<file path="config.mk">
export PLATFORM = sky130hd
export DESIGN_NAME = ledkey_io_ctrl
export DESIGN_NICKNAME = d
export VERILOG_FILES = /design/src/rtl/ledkey_io_ctrl_pkg.sv /design/src/rtl/ledkey_evt_fifo.sv /design/src/rtl/ledkey_io_ctrl.sv
export SDC_FILE = /design/constraint.sdc
export NUM_CORES = 1
export LEC_CHECK = 0
export CAP_MARGIN = 40
export CORE_MARGIN = 4
export CORE_UTILIZATION = 55
export DETAILED_ROUTE_END_ITERATION = 10
export GPL_ROUTABILITY_DRIVEN = 0
export GPL_TIMING_DRIVEN = 0
export HOLD_SLACK_MARGIN = 0.15
export PLACE_DENSITY = 0.82
export SLEW_MARGIN = 20
export SYNTH_ARGS = -nofsm -noshare
export SYNTH_HDL_FRONTEND = slang
export SYNTH_HIERARCHICAL = 1
export SYNTH_SLANG_ARGS = --single-unit
</file>
<file path="constraint.sdc">
create_clock -name CLK -period 7.69 [get_ports CLK]
set_clock_uncertainty 0.1 [all_clocks]
set_input_delay 1.538 -clock CLK [delete_from_list [all_inputs] [get_ports CLK]]
set_output_delay 1.538 -clock CLK [all_outputs]
set_load 0.05 [all_outputs]
</file>
<file path="src/rtl/ledkey_io_ctrl_pkg.sv">
// Shared definitions for the LED&KEY panel controller: register map,
// event encoding and small helpers used by the top and the bench.
package ledkey_io_ctrl_pkg;

  // Register addresses as seen on the 6502 bus
  typedef enum logic [2:0] {
    LK_REG_LEDS  = 3'd0,
    LK_REG_DOTS  = 3'd1,
    LK_REG_DSEL  = 3'd2,
    LK_REG_DDATA = 3'd3,
    LK_REG_KEYS  = 3'd4,
    LK_REG_EVENT = 3'd5,
    LK_REG_STAT  = 3'd6,
    LK_REG_RSVD  = 3'd7
  } lk_reg_e;

  // Event byte: press flag in bit 7, key index in bits 2:0
  localparam int         LK_EVT_PRESS = 7;
  localparam logic [7:0] LK_EVT_EMPTY = 8'hFF;

  // Build an event byte from the new key level and key index
  function automatic logic [7:0] lk_make_event(input logic pressed, input logic [2:0] idx);
    logic [7:0] ev;
    ev               = 8'h00;
    ev[LK_EVT_PRESS] = pressed;
    ev[2:0]          = idx;
    return ev;
  endfunction

  // Index of the lowest set bit (0 when the mask is empty)
  function automatic logic [2:0] lk_lowest_index(input logic [7:0] mask);
    logic [2:0] idx;
    idx = 3'd0;
    for (int i = 7; i >= 0; i--) begin
      if (mask[i]) begin
        idx = 3'(i);
      end
    end
    return idx;
  endfunction

endpackage

</file>
<file path="src/rtl/ledkey_evt_fifo.sv">
// Synchronous key-event FIFO. dout always shows the head entry.
// A push into a full FIFO is accepted only when a pop frees the slot
// in the same cycle; otherwise it is ignored (the caller flags overflow).
module ledkey_evt_fifo #(
  parameter int DEPTH = 8,
  parameter int WIDTH = 8
) (
  input  logic             clk,
  input  logic             rst_n,
  input  logic             push,
  input  logic             pop,
  input  logic [WIDTH-1:0] din,
  output logic [WIDTH-1:0] dout,
  output logic             full,
  output logic             empty
);

  localparam int PTR_W = $clog2(DEPTH);
  localparam int CNT_W = PTR_W + 1;

  logic [WIDTH-1:0] mem_r [DEPTH];
  logic [PTR_W-1:0] wr_ptr_r;
  logic [PTR_W-1:0] rd_ptr_r;
  logic [CNT_W-1:0] count_r;
  logic             wr_en_s;
  logic             rd_en_s;

  // Status decode and qualified read/write enables
  always_comb begin
    full    = (count_r == CNT_W'(DEPTH));
    empty   = (count_r == '0);
    dout    = mem_r[rd_ptr_r];
    rd_en_s = pop & ~empty;
    wr_en_s = push & (~full | pop);
  end

  // Storage array write
  always_ff @(posedge clk) begin
    if (wr_en_s) begin
      mem_r[wr_ptr_r] <= din;
    end
  end

  // Pointer and occupancy bookkeeping
  always_ff @(posedge clk) begin
    if (!rst_n) begin
      wr_ptr_r <= '0;
      rd_ptr_r <= '0;
      count_r  <= '0;
    end else begin
      if (wr_en_s) begin
        wr_ptr_r <= wr_ptr_r + PTR_W'(1);
      end
      if (rd_en_s) begin
        rd_ptr_r <= rd_ptr_r + PTR_W'(1);
      end
      case ({wr_en_s, rd_en_s})
        2'b10:   count_r <= count_r + CNT_W'(1);
        2'b01:   count_r <= count_r - CNT_W'(1);
        default: count_r <= count_r;
      endcase
    end
  end

endmodule

</file>
<file path="src/rtl/ledkey_io_ctrl.sv">
// CPU-side controller for the LED&KEY panel: LED/dot/digit registers,
// button synchroniser and debouncer, press/release event queue and IRQ.
module ledkey_io_ctrl
  import ledkey_io_ctrl_pkg::*;
#(
  parameter int SYSCLK_MHZ  = 27,
  parameter int DEBOUNCE_MS = 10,
  parameter int FIFO_DEPTH  = 8
) (
  input  logic        CLK,
  input  logic        RESET_,
  input  logic        CE,
  input  logic        CS_,
  input  logic        RW,
  input  logic [2:0]  A,
  input  logic [7:0]  DI,
  output logic [7:0]  DO,
  output logic        IRQ_,
  input  logic [7:0]  BUTTONS,
  output logic [7:0]  LEDS,
  output logic [7:0]  DOTS,
  output logic [55:0] DIGITS
);

  localparam int         TICK_CYCLES = SYSCLK_MHZ * 1000;
  localparam int         PRE_W       = $clog2(TICK_CYCLES);
  localparam logic [3:0] DB_LAST     = 4'(DEBOUNCE_MS - 1);

  logic [PRE_W-1:0] presc_r;
  logic             tick_s;
  logic [7:0]       sync1_r;
  logic [7:0]       sync2_r;
  logic [7:0]       stable_r;
  logic [3:0]       cnt_r [8];
  logic [7:0]       flip_s;
  logic [7:0]       pending_r;
  logic [7:0]       clear_s;
  logic [2:0]       pend_idx_s;
  logic             push_s;
  logic [7:0]       push_data_s;
  logic             drop_s;
  logic [7:0]       leds_r;
  logic [7:0]       dots_r;
  logic [2:0]       sel_r;
  logic [6:0]       digit_r [8];
  logic             irq_en_r;
  logic             ovf_r;
  logic             irq_n_r;
  logic             acc_s;
  logic             wr_s;
  logic             rd_s;
  logic             pop_s;
  logic [7:0]       fifo_dout_s;
  logic             fifo_full_s;
  logic             fifo_empty_s;

  // Bus strobe decode; reading EVENT pops only when there is something to pop
  always_comb begin
    acc_s = CE & ~CS_;
    wr_s  = acc_s & ~RW;
    rd_s  = acc_s & RW;
    pop_s = rd_s & (A == LK_REG_EVENT) & ~fifo_empty_s;
  end

  // Millisecond prescaler
  always_ff @(posedge CLK) begin
    if (!RESET_) begin
      presc_r <= '0;
    end else if (presc_r == PRE_W'(TICK_CYCLES - 1)) begin
      presc_r <= '0;
    end else begin
      presc_r <= presc_r + PRE_W'(1);
    end
  end

  assign tick_s = (presc_r == PRE_W'(TICK_CYCLES - 1));

  // Two-flop synchroniser for the asynchronous buttons
  always_ff @(posedge CLK) begin
    if (!RESET_) begin
      sync1_r <= 8'h00;
      sync2_r <= 8'h00;
    end else begin
      sync1_r <= BUTTONS;
      sync2_r <= sync1_r;
    end
  end

  // Keys whose counter completes on this tick flip their stable level
  always_comb begin
    flip_s = 8'h00;
    for (int k = 0; k < 8; k++) begin
      if (tick_s && (sync2_r[k] != stable_r[k]) && (cnt_r[k] == DB_LAST)) begin
        flip_s[k] = 1'b1;
      end else begin
        flip_s[k] = 1'b0;
      end
    end
  end

  // Per-key debounce counters and the accepted (stable) key state
  always_ff @(posedge CLK) begin
    if (!RESET_) begin
      stable_r <= 8'h00;
      for (int k = 0; k < 8; k++) begin
        cnt_r[k] <= 4'd0;
      end
    end else begin
      stable_r <= stable_r ^ flip_s;
      if (tick_s) begin
        for (int k = 0; k < 8; k++) begin
          if ((sync2_r[k] != stable_r[k]) && !flip_s[k]) begin
            cnt_r[k] <= cnt_r[k] + 4'd1;
          end else begin
            cnt_r[k] <= 4'd0;
          end
        end
      end
    end
  end

  // Priority serialiser: one pending key per cycle, lowest index first
  always_comb begin
    push_s      = |pending_r;
    pend_idx_s  = lk_lowest_index(pending_r);
    push_data_s = lk_make_event(stable_r[pend_idx_s], pend_idx_s);
    if (push_s) begin
      clear_s = 8'h01 << pend_idx_s;
    end else begin
      clear_s = 8'h00;
    end
    drop_s = push_s & fifo_full_s & ~pop_s;
  end

  // Pending-event mask; a fresh flip always wins over the serialiser clear
  always_ff @(posedge CLK) begin
    if (!RESET_) begin
      pending_r <= 8'h00;
    end else begin
      pending_r <= (pending_r & ~clear_s) | flip_s;
    end
  end

  ledkey_evt_fifo #(
    .DEPTH (FIFO_DEPTH),
    .WIDTH (8)
  ) u_fifo (
    .clk   (CLK),
    .rst_n (RESET_),
    .push  (push_s),
    .pop   (pop_s),
    .din   (push_data_s),
    .dout  (fifo_dout_s),
    .full  (fifo_full_s),
    .empty (fifo_empty_s)
  );

  // CPU-writable registers; DDATA writes auto-advance the digit select
  always_ff @(posedge CLK) begin
    if (!RESET_) begin
      leds_r   <= 8'h00;
      dots_r   <= 8'h00;
      sel_r    <= 3'd0;
      irq_en_r <= 1'b0;
      for (int k = 0; k < 8; k++) begin
        digit_r[k] <= 7'h00;
      end
    end else if (wr_s) begin
      case (lk_reg_e'(A))
        LK_REG_LEDS:  leds_r <= DI;
        LK_REG_DOTS:  dots_r <= DI;
        LK_REG_DSEL:  sel_r  <= DI[2:0];
        LK_REG_DDATA: begin
          digit_r[sel_r] <= DI[6:0];
          sel_r          <= sel_r + 3'd1;
        end
        LK_REG_STAT:  irq_en_r <= DI[7];
        default: begin
        end
      endcase
    end
  end

  // Sticky overflow flag; a new drop beats a simultaneous clear
  always_ff @(posedge CLK) begin
    if (!RESET_) begin
      ovf_r <= 1'b0;
    end else if (drop_s) begin
      ovf_r <= 1'b1;
    end else if (wr_s && (A == LK_REG_STAT) && DI[1]) begin
      ovf_r <= 1'b0;
    end
  end

  // Registered active-low interrupt request
  always_ff @(posedge CLK) begin
    if (!RESET_) begin
      irq_n_r <= 1'b1;
    end else begin
      irq_n_r <= ~(irq_en_r & ~fifo_empty_s);
    end
  end

  // Read data mux
  always_comb begin
    DO = 8'h00;
    case (lk_reg_e'(A))
      LK_REG_LEDS:  DO = leds_r;
      LK_REG_DOTS:  DO = dots_r;
      LK_REG_DSEL:  DO = {5'b00000, sel_r};
      LK_REG_DDATA: DO = {1'b0, digit_r[sel_r]};
      LK_REG_KEYS:  DO = stable_r;
      LK_REG_EVENT: begin
        if (fifo_empty_s) begin
          DO = LK_EVT_EMPTY;
        end else begin
          DO = fifo_dout_s;
        end
      end
      LK_REG_STAT:  DO = {irq_en_r, 5'b00000, ovf_r, ~fifo_empty_s};
      default:      DO = 8'h00;
    endcase
  end

  // Flatten the digit bitmaps onto the driver bus
  always_comb begin
    DIGITS = 56'h0;
    for (int k = 0; k < 8; k++) begin
      DIGITS[k*7 +: 7] = digit_r[k];
    end
  end

  assign LEDS = leds_r;
  assign DOTS = dots_r;
  assign IRQ_ = irq_n_r;

endmodule
</file>
# After elaboration in Yosys (flattened, before gate mapping)
# Memory sizes are Yosys's and may differ from the RTL's. A register that Yosys moved wholly into a read port is not among the register bits.
# Index checks and enable logic that the tools add are counted.
# W data, S select, Z words.
# totals
regBits	79
ram_bits	120
inputBits	24
out_inout_bits	81
wordCells	262
memories	3
# op_classes
addsub	14
order_cmp	1
eq_ne	26
n_shift	1
n_mux	119
n_bitwise	38
reduce_logical	46
# memory_table
name	depth	word_bits	rd	rd_ports_with_merged_regs	wr	line	rtl
digit_r	8	7	9	1	8	ledkey_io_ctrl.sv:45	logic [6:0] digit_r [8];
cnt_r	8	4	8	0	8	ledkey_io_ctrl.sv:34	logic [3:0] cnt_r [8];
u_fifo.mem_r	8	4	1	1	1	ledkey_evt_fifo.sv:21	logic [WIDTH-1:0] mem_r [DEPTH];
# ops
cell	n
$mux W1	83
$mux W4	16
$pmux W8 S7	1
$mux W3	13
$add A4 B1 Y4 const B	9
$eq A4 B4 Y1 const B	9
$logic_and A1 B1 Y1	26
$or A1 B1 Y1	17
$mux W8	2
$add A15 B1 Y15 const B	1
$eq A15 B15 Y1 const B	1
$and A1 B1 Y1	10
$add A3 B1 Y3 const B	3
$eq A3 B3 Y1 const B	3
$and A8 B8 Y8	1
$logic_not A1 Y1	8
$ne A1 B1 Y1	8
$not A8 Y8	1
$or A8 B8 Y8	1
$pmux W4 S2	1
$reduce_and A2 Y1	4
$reduce_or A8 Y1	1
$shl A1 B3 Y8 const A	1
$xor A8 B8 Y8	1
other kinds (15)	24

# Depth between registers and ports, before layout
# Gate-level depths: netlist of run 1.
# depth
ltp_word	13
depth_mapped	15
depth_no_buf	13

# By module
# The synthesis of run 1 kept the hierarchy.
# modules_own_cells
module	instances	cells_each	area_each_um2	seq_area_each_um2
ledkey_io_ctrl	1	686	7372.1	4083.9
ledkey_evt_fifo	1	166	3094.2	2182.1

# Worst setup path after synthesis of run 1
# No wires, ideal clock.
# synth_timing
path_type	input -> output
startpoint	in A[0]
endpoint	out DO[7]
arrival_time_ns	3.501
required_ns	6.052
slack_ns	2.551
stages	5
n_path_buf	3
cell_sequence	clkbuf_1 clkbuf_1 clkbuf_1 o21ai_0 o21ai_0
# synth_via
elab_chain_cells	2
word_cells_on_any_way	8
classes_between	eq/ne: 6; mux: 1; reduce/logical: 1
# synth_rtl
element	line	rtl
start: declaration	ledkey_io_ctrl.sv:15	input logic [2:0] A,
$eq A3 B3 Y1, or another cell as far along	ledkey_io_ctrl.sv:207	case (lk_reg_e'(A))
$pmux W8 S7 *	ledkey_io_ctrl.sv:207	
end: declaration	ledkey_io_ctrl.sv:17	output logic [7:0] DO,
# Mark *: on every way between the ends. The rest lies on a longest branch, timed or not.

# Final worst setup path of run 1
# layout_timing
startpoint	in A[2]
endpoint	out DO[2]
# The elaborated chain is that of the path after synthesis.

==> key figures, run 1 <==
Global route
  • First-pass GRT wire length: 38.45 mm
  • Largest net degree at the start of global routing: 35
  • All-Layer GR Usage: 0.2265
  • Initial antenna violation count: 1
  • Vias in the first global route: 7,111
  • Remaining Overflow, GRT: 0

STA
  • Final setup viols: 0
  • Peak Freq: 178.4 MHz
  • TNS Setup: 0 ps
  • Slew HR: 0.4469
  • RSZ-0062 raised after global routing: no
  • Max-slew violation count: 0
  • Slew @ Worst Pin: 826.6 ps
  • Final period utilization: 0.7290
  • Fin. Hold Viols: 0
  • Final min period: 5606 ps

Synth
  • Synth area leader: edfxtp_1
  • Most frequent cell after synthesis: edfxtp_1
  • Number of library cell types mapped by synthesis: 58
  • Syn. warnings: 6
  • Syn Std Cell Area: 10,470 um^2
  • Most common flop cell mapped by yosys: edfxtp_1
  • Share of flip-flops with an asynchronous set or reset: 0
  • Largest cells by area after synthesis: edfxtp_1 (44%), dfxtp_1 (16%), mux4_2 (6.7%)
  • Most common library cells after synthesis: edfxtp_1 (152), nor2_1 (86), dfxtp_1 (85)
  • Syn avg cell area: 12.28 um^2
  • EDFF count, synth: 152
  • Number of synthesized register bits: 237
  • Yosys top cell area share: 0.4361
  • Post-Synthesis Cells: 852
  • Post-synthesis sequential area ratio: 0.5987

Die
  • Die Height: 145.9 um
  • Core area: 18,710 um^2
  • Top Ports: 105
  • Die width: 145.9 um
  • Row count: 50
  • Die ar.: 21,300 um^2
  • Initial Util: 0.5595

CTS
  • CTS tree: built
  • Root buffer cell: clkbuf_16
  • Clock tree sinks: 237
  • H-tree Lvls: 1
  • Postcts setup bufs: 0
  • Clk_lat worst skew: 510 ps
  • # hold bufs at CTS: 0
  • Total CTS buffers: 24
  • Reg clk slew, reported paths: 50 ps
  • CTS resizes: 0
  • Clock Tree Buf Depth: 3

Finish
  • Area grow syn2layout: 21.75%
  • Share of cells above drive strength 1: 0.1049
  • Design area: 12,740 um^2
  • Nets: 1,068

Worst setup path
  • Reg2reg setup slack: 4170 ps
  • Startpoint Class: input pin
  • Critical path capture point type: primary output
  • Critical path class: input pin to primary output
  • CP Data Required Time: 6050 ps
  • CP arrival: 3970 ps
  • Worst-path maximum fanout: 10

Routing
  • Drt wl/cell: 19.17 um
  • Final wirelength: 24.42 mm
  • DRC: 0
  • DR vias: 7,265
  • Number of DRC markers in iteration 0: 619
  • Antenna viol nets, final: 0
  • First-pass iteration count of the detailed router: 5
  • Routed vias/inst: 5.703

Outcome
  • Status: finished, final reports clean

Hold path
  • Hold Crit Class: flop to flop

Pwr
  • Max IR drop VDD: 177.6 uV
  • Cell area power density: 210.0 nW/um^2
  • Leak: 4.496 nW

Placed design
  • DP Area: 11,960 um^2
  • # port buffers: 101
  • Final HPWL DP: 17.31 mm

Job
  • Max-cap viol count: 0
-- flip-flops by register name, indices dropped and copies added, names as in the netlist, 3 cells and up, named ones only --
| register | cells |
|---|---|
| digit_r | 56 |
| LEDS | 8 |
| DOTS | 8 |
| sync2_r | 8 |
| u_fifo/wr_ptr_r | 3 |
| u_fifo/rd_ptr_r | 3 |
| u_fifo/count_r | 4 |
| u_fifo/mem_r | 64 |
| stable_r | 8 |
| pending_r | 8 |
| sel_r | 3 |
| cnt_r | 32 |
| presc_r | 15 |
| sync1_r | 8 |
-- metrics by stage --
step / power [mW] / setup WS (ps) / std cells / utilization / hold slack [ps]
finish: 2.676 / 2084 / 1274 / 0.6812 / 329.1
global route: 2.762 / 2020 / 1274 / 0.6812 / 336.6
CTS: 2.689 / 2181 / 1269 / 0.6797 / 329.7
detailed placement: 1.600 / 2187 / 1225 / 0.6396 / 316.9
global placement: 1.595 / 2227 / 1218 / 0.6355 / 317.9
floorplan: 1.528 / 2551 / 883 / - / 296.9
-- worst max-delay path, stage by stage --
cell and delay, ps:
clkbuf_1 350, clkbuf_1 480, a211oi_1 200, a211oi_1 330, a31oi_1 70, o21ai_0 140
clkdlybuf4s50_1 860
-- where the power goes --
group	internal [mW]	leakage, nW	switching, mW
sequential	1.38	2.17	0.0191
clock	0.634	0.375	0.467
combinational	0.0618	1.96	0.119
total	2.07	4.50	0.605
-- cells in the final DEF (no fill, tap or decap), types with 4 or more instances in the layout --
master and n:
conb_1 32, nand2_1 54, clkbuf_1 34, nor3_2 4, nand4_1 4, xnor2_1 20
ha_1 23, clkdlybuf4s50_1 101, a21oi_1 38, mux4_2 31, clkinv_1 5, clkinv_2 6
buf_2 12, xor2_1 26, nor2_1 86, and2_1 78, o21ai_0 28, nand3_1 40
o22ai_1 10, nand2b_1 12, clkbuf_16 26, nor3_1 7, dfxtp_1 85, nand3b_1 11
a211oi_1 4, mux2_2 12, edfxtp_1 152, mux2i_1 14, nor2b_1 9, inv_1 16
-- per-layer routing --
layer,wire length [um],vias to the layer above,track usage
li1,-,3376,-
met3,1884,35,0.03986
met5,0,-,0
met2,12230,293,0.3864
met4,425,0,0.05840
met1,9877,3561,0.3029
-- cell families (layout without fill, tap and decap cells) --
kind of cell             Yosys count  in the layout  synth area share
AO/OA/AOI/OAI                    106            106           0.06025
XOR/XNOR                          46             46           0.03849
adder cells (fa/ha/maj)           23             23           0.02750
buffers and inverters             55            211           0.02104
flip-flops                       237            237            0.5987
multiplexers                      57             57           0.09301
other                              1             33         0.0003583
AND/OR/NAND/NOR                  327            327            0.1607
-- area by class of cell --
| cell class | instances | area [um^2] |
|---|---|---|
| Inverter | 17 | 63.81 |
| Antenna cell | 1 | 2.502 |
| Tap cell | 234 | 292.8 |
| Clock buffer | 33 | 696.9 |
| Clock inverter | 11 | 53.80 |
| Sequential cell | 237 | 6266 |
| Multi-Input combinational cell | 591 | 4123 |
| Timing Repair Buffer | 112 | 1086 |
| Buffer | 38 | 157.7 |
| Fill cell | 1324 | 5963 |
-- path summary, 6_finish.rpt --
| kind | to | from | cells past startpoint |
|---|---|---|---|
| min reg2reg | sync2_r[4]$_SDFF_PN0_ | sync1_r[4]$_SDFF_PN0_ | 1 |
| max | DO[2] | A[2] | 7 |
| max reg2reg | u_fifo/count_r[2]$_SDFFE_PN0P_ | u_fifo/count_r[1]$_SDFFE_PN0P_ | 16 |
| min | sync2_r[4]$_SDFF_PN0_ | sync1_r[4]$_SDFF_PN0_ | 1 |
Note: power is estimated with default switching activity, not from simulation.
==> run 2, diff against run 1 <==
CORE_UTILIZATION = 52   (was 55)
clock period = 4.59 ns   (was 7.69 ns; I/O delays follow)
==> run 2 against run 1 <==
Net effect: core utilization shrank 2.4 points; combinational power grew 67%; clock power grew 91%; via count grew 2.0%; sequential power grew 68%; final cell count grew 2.7%; largest cell class unchanged; flip-flop and latch count is the same; sequential share of layout area shrank 0.70 points; setup slack lost 1900 ps; global-route usage shrank 0.73 points; register-to-register slack lost 3300 ps.
==> key figures, run 2 (synthesized netlist as in run 1, its figures left out) <==
Finish
  • Layout fillers: 1,483
  • Most frequent cells in the layout: edfxtp_1 (152), clkdlybuf4s50_1 (95), nor2_1 (86), dfxtp_1 (85), and2_1 (78)
  • Final core occ: 0.6577
  • Area grow syn2layout: 23.50%
  • Share of cells above drive strength 1: 0.1142
  • Top Registers: u_fifo/mem_r x64, digit_r x56, cnt_r x32
  • Post-route insts no fill: 1,308
  • Commonest non-fill, non-tap cell in the layout: edfxtp_1
  • Max reg flops: 64
  • Top reg by flops: u_fifo/mem_r
  • Nets: 1,070

Global route
  • Initial antenna violation count: 1
  • Vias in the first global route: 7,289
  • Remaining Overflow, GRT: 0
  • Largest net degree at the start of global routing: 34
  • First-pass GRT wire length: 38.49 mm
  • All-Layer GR Usage: 0.2192

Die
  • Row count: 51
  • Core area: 19,650 um^2
  • Die width: 149.9 um
  • Die Height: 149.9 um
  • Top Ports: 105
  • Die ar.: 22,460 um^2
  • Initial Util: 0.5325

Routing
  • First-pass iteration count of the detailed router: 5
  • Final wirelength: 24.87 mm
  • Drt wl/cell: 19.01 um
  • Routed vias/inst: 5.667
  • Number of DRC markers in iteration 0: 631
  • DR vias: 7,412
  • Antenna viol nets, final: 0
  • DRC: 0

STA
  • Final min period: 4411 ps
  • Peak Freq: 226.7 MHz
  • TNS Setup: 0 ps
  • RSZ-0062 raised after global routing: no
  • Worst hold slack: 332.4 ps
  • Final worst slack: 179.0 ps
  • Final setup viols: 0
  • Fin. Hold Viols: 0
  • Slew @ Worst Pin: 797.6 ps
  • Max-slew violation count: 0
  • Slew HR: 0.4654
  • Final period utilization: 0.9610

CTS
  • # hold bufs at CTS: 0
  • Root buffer cell: clkbuf_16
  • H-tree Lvls: 1
  • Reg clk slew, reported paths: 60 ps
  • Clock Tree Buf Depth: 3
  • Clock tree sinks: 237
  • Clk_lat worst skew: 520 ps
  • Postcts setup bufs: 0
  • Total CTS buffers: 25
  • CTS tree: built

Worst setup path
  • Startpoint Class: flop
  • CP arrival: 3390 ps
  • Critical path capture point type: primary output
  • End of the worst register-to-register path: u_fifo/count_r[2]$_SDFFE_PN0P_
  • Reg2reg setup slack: 850 ps
  • Critical path class: flop to primary output
  • R2r startpoint: u_fifo/count_r[1]$_SDFFE_PN0P_
  • CP Data Required Time: 3570 ps
  • Worst Reg-to-Reg Cells: 15
  • Worst-path maximum fanout: 10

Outcome
  • Status: finished, final reports clean

Placed design
  • Cell count after placement: 1,257
  • # port buffers: 101
  • Final HPWL DP: 17.74 mm
  • Pre-CTS WS: 349.9 ps

Hold path
  • HP Start: sync1_r[4]$_SDFF_PN0_
  • Hold endpoint: sync2_r[4]$_SDFF_PN0_
  • Hold Crit Class: flop to flop
  • WHS Path Cells: 1

Pwr
  • Leak: 4.622 nW
  • Cell area power density: 366.4 nW/um^2
  • Max IR drop VDD: 353.3 uV

Job
  • Max-cap viol count: 0
## run 2: area by class of cell
class / count / area (um^2) / share of cell area
Tap cell: 265 / 331.6 / 0.02565
Multi-Input combinational cell: 591 / 4129 / 0.3194
Clock inverter: 10 / 130.1 / 0.01007
Antenna cell: 1 / 2.502 / 0.0001936
Inverter: 17 / 63.81 / 0.004937
Timing Repair Buffer: 113 / 1102 / 0.08528
Buffer: 38 / 161.4 / 0.01249
Clock buffer: 36 / 739.5 / 0.05721
Sequential cell: 237 / 6266 / 0.4848
## run 2: worst max-delay path by stage
stage / to / slack, ps / depth (start not counted)
2_1_floorplan: DO[7] / 690 / 5
3_3_place_gp: DO[1] / 380 / 9
3_5_place_dp: DO[1] / 350 / 9
4_1_cts: DO[3] / 40 / 9
5_1_grt: DO[4] / 10 / 9
6_report: DO[5] / 180 / 9
## run 2: critical path: stages (launching register included)
cell,delay (ps)
dfxtp_1,300
buf_2,240
clkbuf_4,330
mux4_2,550
mux2_2,290
o22ai_1,130
nand2_1,60
o21ai_0,110
o22ai_1,120
clkdlybuf4s50_1,730
## run 2: stage by stage
step	power, mW	cell area (um^2)
2_1_floorplan	2.561	10580
3_3_place_gp	2.671	11930
3_5_place_dp	2.682	12010
4_1_cts	4.758	12890
5_1_grt	4.877	12930
6_report	4.737	12930
## run 2: timing repair
action,CTS,global route
pin swaps,0,0
endpoints found under the setup margin,6,6
resized for setup,5,4
## run 2: report_power, final
part           leakage (nW)  total, mW  internal, mW  switching [mW]
clock                 0.436       2.10          1.29           0.807
sequential             2.17       2.34          2.30          0.0328
combinational          2.02      0.303         0.103           0.200
## run 2: layer usage
layer,track usage,wire length (um)
met5,0,0
met4,0.07914,719
met3,0.03998,2134
met2,0.3740,12360
met1,0.2813,9651
==> run 3, diff against run 2 <==
HOLD_SLACK_MARGIN = default   (was 0.15)
RECOVER_POWER = 50   (was default)
SLEW_MARGIN = default   (was 20)
==> run 3 against run 2 <==
Net effect: routed wire length is 0.51% lower; sequential share of layout area is 0.50 points higher; register-to-register slack worse by 390 ps.
==> key figures, run 3 (synthesized netlist as in run 1, its figures left out) <==
Global route
  • First-pass GRT wire length: 38.67 mm
  • Vias in the first global route: 7,287
  • All-Layer GR Usage: 0.2203
  • Initial antenna violation count: 2
  • Largest net degree at the start of global routing: 42
  • Remaining Overflow, GRT: 0

Finish
  • Share of cells above drive strength 1: 0.1045
  • Top reg by flops: u_fifo/mem_r
  • Final core occ: 0.6509
  • FF+latch area: 6266 um^2
  • Max reg flops: 64
  • Most frequent cells in the layout: edfxtp_1 (152), nor2_1 (86), dfxtp_1 (85), dlygate4sd3_1 (74), and2_1 (57)
  • Nets: 1,071
  • Area occupied by multi-input gates: 4100 um^2
  • Layout fillers: 1,501
  • Commonest non-fill, non-tap cell in the layout: edfxtp_1
  • Top Registers: u_fifo/mem_r x64, digit_r x56, cnt_r x32
  • Area grow syn2layout: 22.24%

Worst setup path
  • CP arrival: 3350 ps
  • Worst-path maximum fanout: 10
  • CP Buf/Inv Count: 3
  • CP Data Required Time: 3570 ps
  • Startpoint Class: flop
  • Critical Path, Cell by Cell: buf_2 -> clkbuf_4 -> mux4_2 -> mux2_2 -> o22ai_1 -> nand2_1 -> o21ai_0 -> o22ai_1 -> clkdlybuf4s50_1
  • Critical path class: flop to primary output
  • Critical Path Most Common Cell: o22ai_1
  • Slowest-stage cell, CP: clkdlybuf4s50_1
  • CP peak stage delay: 730 ps
  • Critical path capture point type: primary output
  • CP top delay family: buffers and inverters

Hold path
  • Hold Crit Class: flop to flop

STA
  • Fin. Hold Viols: 0
  • Final worst slack: 222.5 ps
  • Max-slew violation count: 0
  • RSZ-0062 raised after global routing: no
  • Final period utilization: 0.9515
  • Peak Freq: 229.0 MHz
  • Final min period: 4367 ps
  • Slew @ Worst Pin: 986.1 ps
  • Slew HR: 0.3356
  • Final setup viols: 0
  • TNS Setup: 0 ps

CTS
  • Reg clk slew, reported paths: 60 ps
  • Clk_lat worst skew: 520 ps
  • Clock Tree Buf Depth: 3
  • Clock tree sinks: 237
  • # hold bufs at CTS: 0
  • Postcts setup bufs: 0
  • Total CTS buffers: 25
  • H-tree Lvls: 1
  • CTS tree: built
  • Root buffer cell: clkbuf_16

Outcome
  • Status: finished, final reports clean

Pwr
  • Leak: 4.692 nW
  • Power, Total: 4.535 mW
  • Cell area power density: 354.5 nW/um^2
  • Max IR drop VDD: 231.7 uV

Routing
  • DR vias: 7,301
  • Routed vias/inst: 5.573
  • Drt wl/cell: 18.89 um
  • Antenna viol nets, final: 0
  • DRC: 0
  • Number of DRC markers in iteration 0: 712
  • Final wirelength: 24.74 mm
  • First-pass iteration count of the detailed router: 6

Die
  • Die width: 149.9 um
  • Die Height: 149.9 um
  • Initial Util: 0.5325
  • Top Ports: 105
  • Core area: 19,650 um^2
  • Die ar.: 22,460 um^2
  • Row count: 51

Placed design
  • Pre-CTS WS: 377.8 ps
  • # port buffers: 101
  • Final HPWL DP: 17.61 mm

Job
  • Max-cap viol count: 0
==> run 3: changes by cell type in the layout (fill, tap and decap cells not counted), sizes merged <==
cell	delta
buf	-1
bufinv	-3
clkbuf	+1
clkdlybuf4s50	-74
clkinv	+4
diode	+1
dlygate4sd2	-1
dlygate4sd3	+74
dlymetal6s2s	+1
==> run 3: timing repair <==
| item | in CTS | in global routing |
|---|---|---|
| endpoints found under the hold margin | 0 | 0 |
| setup endpoints to repair | 8 | 7 |
| gates resized for setup | 4 | 6 |
==> run 3: worst paths after layout <==
path,end,cells after the start,start,slack [ps]
hold / removal,sync2_r[4]$_SDFF_PN0_,1,sync1_r[4]$_SDFF_PN0_,330
hold reg to reg,sync2_r[4]$_SDFF_PN0_,1,sync1_r[4]$_SDFF_PN0_,330
setup reg to reg,u_fifo/count_r[2]$_SDFFE_PN0P_,15,u_fifo/count_r[1]$_SDFFE_PN0P_,460
setup / recovery,DO[5],9,flop,220
==> run 3: report_power, final <==
| group | internal, mW | total, mW | switching, mW |
|---|---|---|---|
| registers | 2.30 | 2.34 | 0.0316 |
| logic | 0.0941 | 0.294 | 0.200 |
| clock network | 1.09 | 1.90 | 0.812 |
==> run 3: per-stage QoR <==
stage / cells / cell area [um^2] / hold WS (ps)
after global routing: 1310 / 12790 / 353.1
after global placement: 1249 / 11930 / 322.8
after CTS: 1306 / 12780 / 335.0
after detailed placement: 1260 / 12000 / 320.6
after floorplan: 883 / 10580 / 296.9
final: 1310 / 12790 / 331.8
==> run 3: cell type report <==
class / instances / share of cell area
Inverter: 17 / 0.004988
Tap cell: 265 / 0.02592
Clock inverter: 11 / 0.004988
Timing Repair Buffer: 114 / 0.08499
Clock buffer: 35 / 0.05604
Sequential cell: 237 / 0.4898
Antenna cell: 2 / 0.0003912
Buffer: 38 / 0.01242
Multi-Input combinational cell: 591 / 0.3205
==> run 3: worst reg2reg max path: stages (launching register included) <==
cell and delay (ps):
dfxtp_1 300, buf_6 130, nor4_4 430, nand2b_1 160, clkbuf_1 340, nor2_1 110, nand3_1 140, inv_1 110
o21ai_0 790, ha_1 420, xor2_1 100, ha_1 180, a21oi_1 160, xor2_1 110, or3_1 310, a21boi_0 160
==> run 3: per-layer routing <==
| metal | routed length [um] | GRT usage |
|---|---|---|
| met1 | 9797 | 0.2899 |
| met2 | 12160 | 0.3735 |
| met3 | 1917 | 0.03452 |
| met4 | 869 | 0.07640 |
| met5 | 0 | 0 |
